File: config.mk
export PLATFORM = sky130hd
export DESIGN_NAME = frame_scan_ctrl
export DESIGN_NICKNAME = d
export VERILOG_FILES = /design/src/rtl/frame_scan_pkg.sv /design/src/rtl/clk_en_div.sv /design/src/rtl/frame_scan_ctrl.sv
export SDC_FILE = /design/constraint.sdc
export NUM_CORES = 1
export LEC_CHECK = 0
export CAP_MARGIN = 40
export CELL_PAD_IN_SITES_DETAIL_PLACEMENT = 0
export CELL_PAD_IN_SITES_GLOBAL_PLACEMENT = 1
export CORE_ASPECT_RATIO = 1.25
export CORE_MARGIN = 5
export CORE_UTILIZATION = 40
export CTS_CLUSTER_SIZE = 14
export DETAILED_ROUTE_END_ITERATION = 16
export PLACE_DENSITY_LB_ADDON = 0.1
export SKIP_CTS_REPAIR_TIMING = 1
export SYNTH_ARGS = -nofsm -noshare
export SYNTH_HDL_FRONTEND = slang
export SYNTH_SLANG_ARGS = --single-unit
File: constraint.sdc
create_clock -name CLK -period 1.9 [get_ports CLK]
set_input_delay 0.38 -clock CLK [delete_from_list [all_inputs] [get_ports CLK]]
set_output_delay 0.38 -clock CLK [all_outputs]
set_load 0.1 [all_outputs]
File: src/rtl/frame_scan_pkg.sv
// Shared types and defaults for the raster scan scheduler.
// Also used by any stage that needs the scan state encoding.
package frame_scan_pkg;

   typedef enum logic [1:0] {
      IDLE,
      RUN,
      FIN
   } scan_state_e;

   localparam int unsigned IMG_W_DEF   = 256;
   localparam int unsigned IMG_H_DEF   = 256;
   localparam int unsigned DIV_DEF     = 4;
   localparam int unsigned FRAME_CNT_W = 16;

endpackage

File: src/rtl/clk_en_div.sv
// Clock-enable divider: pulses en once every DIV cycles of CLK.
// clr restarts the count at 0; hold freezes it.
module clk_en_div #(
   parameter int unsigned DIV = 4
) (
   input  logic CLK,
   input  logic RST_N,
   input  logic clr,
   input  logic hold,
   output logic en
);

   localparam int unsigned CntW = (DIV > 1) ? $clog2(DIV) : 1;
   localparam logic [CntW-1:0] CntMax = CntW'(DIV - 1);

   logic [CntW-1:0] cnt;
   logic            wrap;

   always_comb begin
      wrap = (cnt == CntMax);
      en   = wrap & ~hold & ~clr;
   end

   always_ff @(posedge CLK or negedge RST_N) begin
      if (!RST_N) begin
         cnt <= '0;
      end else if (clr) begin
         cnt <= '0;
      end else if (!hold) begin
         cnt <= wrap ? '0 : cnt + CntW'(1);
      end
   end

endmodule

File: src/rtl/frame_scan_ctrl.sv
// Raster scan scheduler: walks COL/ROW over one frame per START and offers
// each coordinate downstream via PIX_VALID/PIX_READY, paced by clk_en_div.
module frame_scan_ctrl
   import frame_scan_pkg::*;
#(
   parameter int unsigned IMG_W = IMG_W_DEF,
   parameter int unsigned IMG_H = IMG_H_DEF,
   parameter int unsigned DIV   = DIV_DEF,
   parameter int unsigned CW    = $clog2(IMG_W),
   parameter int unsigned RW    = $clog2(IMG_H)
) (
   input  logic                   CLK,
   input  logic                   RST_N,
   input  logic                   START,
   input  logic                   ABORT,
   input  logic                   PIX_READY,
   output logic                   PIX_VALID,
   output logic [CW-1:0]          COL,
   output logic [RW-1:0]          ROW,
   output logic                   SOF,
   output logic                   EOL,
   output logic                   EOF,
   output logic                   BUSY,
   output logic                   DONE,
   output logic [FRAME_CNT_W-1:0] FRAME_CNT
);

   localparam logic [CW-1:0] ColLast = CW'(IMG_W - 1);
   localparam logic [RW-1:0] RowLast = RW'(IMG_H - 1);

   scan_state_e   state;
   logic          en, clr, hold, xfer;
   logic          last_col, last_row, cur_sof;
   logic          nxt_eol, nxt_eof;
   logic [CW-1:0] col_nxt;
   logic [RW-1:0] row_nxt;

   always_comb begin
      xfer     = PIX_VALID & PIX_READY;
      hold     = PIX_VALID & ~PIX_READY;
      clr      = (state != RUN) | ABORT;
      last_col = (COL == ColLast);
      last_row = (ROW == RowLast);
      cur_sof  = (COL == '0) && (ROW == '0);
      col_nxt  = last_col ? '0 : COL + CW'(1);
      row_nxt  = last_col ? ROW + RW'(1) : ROW;
      nxt_eol  = (col_nxt == ColLast);
      nxt_eof  = nxt_eol && (row_nxt == RowLast);
   end

   clk_en_div #(
      .DIV (DIV)
   ) u_div (
      .CLK   (CLK),
      .RST_N (RST_N),
      .clr   (clr),
      .hold  (hold),
      .en    (en)
   );

   always_ff @(posedge CLK or negedge RST_N) begin
      if (!RST_N) begin
         state     <= IDLE;
         PIX_VALID <= 1'b0;
         COL       <= '0;
         ROW       <= '0;
         SOF       <= 1'b0;
         EOL       <= 1'b0;
         EOF       <= 1'b0;
         BUSY      <= 1'b0;
         DONE      <= 1'b0;
         FRAME_CNT <= '0;
      end else begin
         DONE <= 1'b0;
         if (ABORT && state != IDLE) begin
            // A transfer coinciding with ABORT is dropped, not completed.
            state     <= IDLE;
            BUSY      <= 1'b0;
            PIX_VALID <= 1'b0;
            SOF       <= 1'b0;
            EOL       <= 1'b0;
            EOF       <= 1'b0;
            COL       <= '0;
            ROW       <= '0;
         end else begin
            unique case (state)
               IDLE: begin
                  if (START && !ABORT) begin
                     state <= RUN;
                     BUSY  <= 1'b1;
                     COL   <= '0;
                     ROW   <= '0;
                  end
               end
               RUN: begin
                  if (xfer) begin
                     if (EOF) begin
                        state     <= FIN;
                        PIX_VALID <= 1'b0;
                        SOF       <= 1'b0;
                        EOL       <= 1'b0;
                        EOF       <= 1'b0;
                        DONE      <= 1'b1;
                        FRAME_CNT <= FRAME_CNT + FRAME_CNT_W'(1);
                     end else begin
                        // en can only coincide with a transfer when DIV=1.
                        COL       <= col_nxt;
                        ROW       <= row_nxt;
                        PIX_VALID <= en;
                        SOF       <= 1'b0;
                        EOL       <= en & nxt_eol;
                        EOF       <= en & nxt_eof;
                     end
                  end else if (!PIX_VALID && en) begin
                     PIX_VALID <= 1'b1;
                     SOF       <= cur_sof;
                     EOL       <= last_col;
                     EOF       <= last_col & last_row;
                  end
               end
               FIN: begin
                  state <= IDLE;
                  BUSY  <= 1'b0;
               end
               default: state <= IDLE;
            endcase
         end
      end
   end

endmodule

==> out/metrics.yaml <==
status:
  status: "complete, no violations"
drt:
  via_per_inst: 5.48
  first_pass_iters: 4
  vias: 2049
  route.met3.wl_um: 204
  routedWlPerCell_um: 15.4
  dr_wl_met2_um: 2920
  drt-initial-drc-count: 123
  wl_met1_um: 2480
  wl_um: 5750
  drc: 0
  drtAntennaViolNets: 0
  top_layer: "met4"
clocking:
  root_buffer: "clkbuf_8"
  cts.sinks: 42
  cts_tree: "yes"
  clkLatencyLatePin_ns: 0.29
  clockBufferDepth: 2
  clkTransAtPathRegs_ns: 0.08
  cts_buffers: 5
  cts-htree-levels: 2
timing:
  drv_slew: 0
  maxSlewHeadroom_pct: 63.4
  rsz0062_at_grt: "false"
  hold_violations: 0
  period_share_pct: 93.6
  fin_ws_ns: 0.122
  hold_ws_ns: 0.154
  worst_pin_slew_ns: 0.549
  min_period_ns: 1.78
  fin_skew_ns: 0.00260
  timing.fmax_mhz: 562
  setup_viol: 0
logic_synthesis:
  synth_most_common_cell: "dfrtp_1"
  synth_top_area_share_pct: 45.5
  synthesis.nets: 249
  synth_commonest_cells: "42 x dfrtp_1, 22 x nand2_1, 17 x nor2_1"
  synth_top_area_cell: "dfrtp_1"
  yosys-top-cells-area: "dfrtp_1 46%, xnor2_1 4.2%, ha_1 3.8%"
  synth-seq-cells: 42
  yosysSeqAreaShare_pct: 45.5
  yosys.cell_types.count: 47
  syn-cell-area_um2: 2310
  synth-edff-count: 0
  async_flop_share_pct: 100
  ys.flop_type: "dfrtp_1"
  synthCells: 237
  synth.avg_cell_area_um2: 9.74
  ys_warn_count: 0
placed_design:
  io_buffer_count: 42
  pre_cts_slack_ns: -0.211
  routabilityCongestion: 0.815
  post-dp-hpwl_um: 4350
  dp.cells: 366
worst_setup_path:
  cp_cell_sequence: "ha_2, nand3_1, nor4_2, a32oi_1, a21boi_1, o31ai_2"
  path_buf_inv: 0
  cp.required_ns: 2.11
  slowest_stage: "nor4_2"
  max_stage_delay_ns: 0.45
  cp_data_arrival_time_ns: 1.98
  cp-start-kind: "flip-flop"
  end_kind: "flip-flop"
  crit_family: "simple AND/OR/NAND/NOR gates"
  path_max_fanout: 4
  crit_type: "flip-flop to flip-flop"
final_layout:
  fin_util_pct: 60.9
  area_delta_synth_final_pct: 50.5
  fin_nets: 319
  insertedDiodeCount: 0
  stdcell_count: 374
  drive_above_1_share_pct: 37.0
floorplan:
  fp.dieW_um: 77.9
  row_count: 31
  num_io_pins: 43
  die_h_um: 94.9
  core_um2: 5700
  initial_core_util_pct: 40.5
  die_area_um2: 7400
job:
  drv_cap: 0
power_and_ir_drop:
  power_switching_w: 0.000657
  power_w: 0.00215
  powerDensity_nw_per_um2: 618
  p_sw_share_pct: 30.6
  p_clk_share_pct: 32.8
  ir_drop_uv: 350
  p_int_w: 0.00149
  seqPwrFrac_pct: 44.6
  comb_power_share_pct: 22.6
  p_leak_nw: 1.51
grt:
  grt_pass1_wl_um: 9720
  grt_overflow: 0
  grt_antenna_before_repair: 0
  grt_pass1_vias: 1996
  grt.total_usage_pct: 16.5
  grt_max_degree: 43
worst_hold_path:
  min_path_type: "input port to async pin"
[per-layer routing]
| layer | vias to the layer above | GRT usage [%] |
|---|---|---|
| li1 | 1000 | - |
| met1 | 988 | 20.7 |
| met2 | 49 | 27.7 |
| met3 | 12 | 3.24 |
| met4 | 0 | 6.90 |
| met5 | - | 0 |
[per-stage QoR]
step,area (um^2),setup TNS (ns)
2_1_floorplan,2340,-0.0754
3_3_place_gp,3360,-2.49
3_5_place_dp,3360,-2.68
4_1_cts,3470,0
5_1_grt,3470,0
6_report,3470,0
[layout make-up]
| type | instances | area (um^2) |
|---|---|---|
| flip-flops and latches | 42 | 1080 |
| clock inverters | 3 | 40.0 |
| clock buffers | 5 | 68.8 |
| fillers | 483 | 2230 |
| repair buffers | 73 | 1010 |
| well taps | 66 | 82.6 |
| inverters | 8 | 30.0 |
| multi-input cells | 177 | 1160 |
[power groups by stage]
stage / Combinational (W) / Clock [W] / Sequential [W]
floorplan: 0.000121 / 0 / 0.00114
global placement: 0.000488 / 0 / 0.000976
detailed placement: 0.000488 / 0 / 0.000975
CTS: 0.000491 / 0.000721 / 0.000957
global route: 0.000516 / 0.000772 / 0.000963
finish: 0.000485 / 0.000703 / 0.000958
[sequential cells by signal, indices dropped and copies added (netlist names)]
name	count
PIX_VALID	1
EOF	1
u_div.cnt	2
EOL	1
SOF	1
BUSY	1
COL	8
state	2
FRAME_CNT	16
ROW	8
DONE	1
[worst reg2reg max path, stage by stage, from the launching register on]
cell      delay [ns]
dfrtp_4         0.41
ha_2            0.20
nand3_1         0.15
nor4_2          0.45
a32oi_1         0.09
a21boi_1        0.17
o31ai_2         0.22
[cell families (layout without fill, tap and decap cells)]
| group | count (synthesis) | count (layout) | share of synthesized area, % |
|---|---|---|---|
| simple gates | 96 | 96 | 23.9 |
| compound gates | 54 | 54 | 14.6 |
| flops | 42 | 42 | 45.5 |
| buf+inv | 18 | 89 | 4.28 |
| xor+xnor | 17 | 17 | 6.45 |
| fa+ha+maj | 7 | 7 | 3.79 |
| mux | 3 | 3 | 1.41 |
[layout by cell type, fill, tap and decap left out, types with 3 or more instances in the layout]
cell type,netlist,layout
xnor2_1,11,11
and3_1,8,8
and4_1,4,4
nand3_1,13,13
buf_12,0,36
xor2_1,6,6
o21ai_1,3,3
dfrtp_1,42,19
ha_1,7,6
nor3_1,3,3
a21oi_1,10,10
a22o_1,3,3
o21ai_0,16,16
o31ai_1,7,7
clkbuf_8,0,5
nand4_1,10,10
a31oi_1,5,5
nor2_1,17,17
dfrtp_2,0,21
nand2_1,22,22
buf_4,1,33
inv_1,8,8
[final timing paths]
path                            startpoint  endpoint  slack (ns)  cells past startpoint
worst min-delay path                 RST_N      DONE        0.15                      2
max in group asynchronous            RST_N    COL[0]        1.33                      2
worst min register to register         SOF       SOF        0.49                      2
worst max-delay path                COL[0]       EOF        0.12                      6
min in group CLK                       SOF       SOF        0.49                      2
worst max register to register      COL[0]       EOF        0.12                      6
Power figures use the tool's default switching activity.
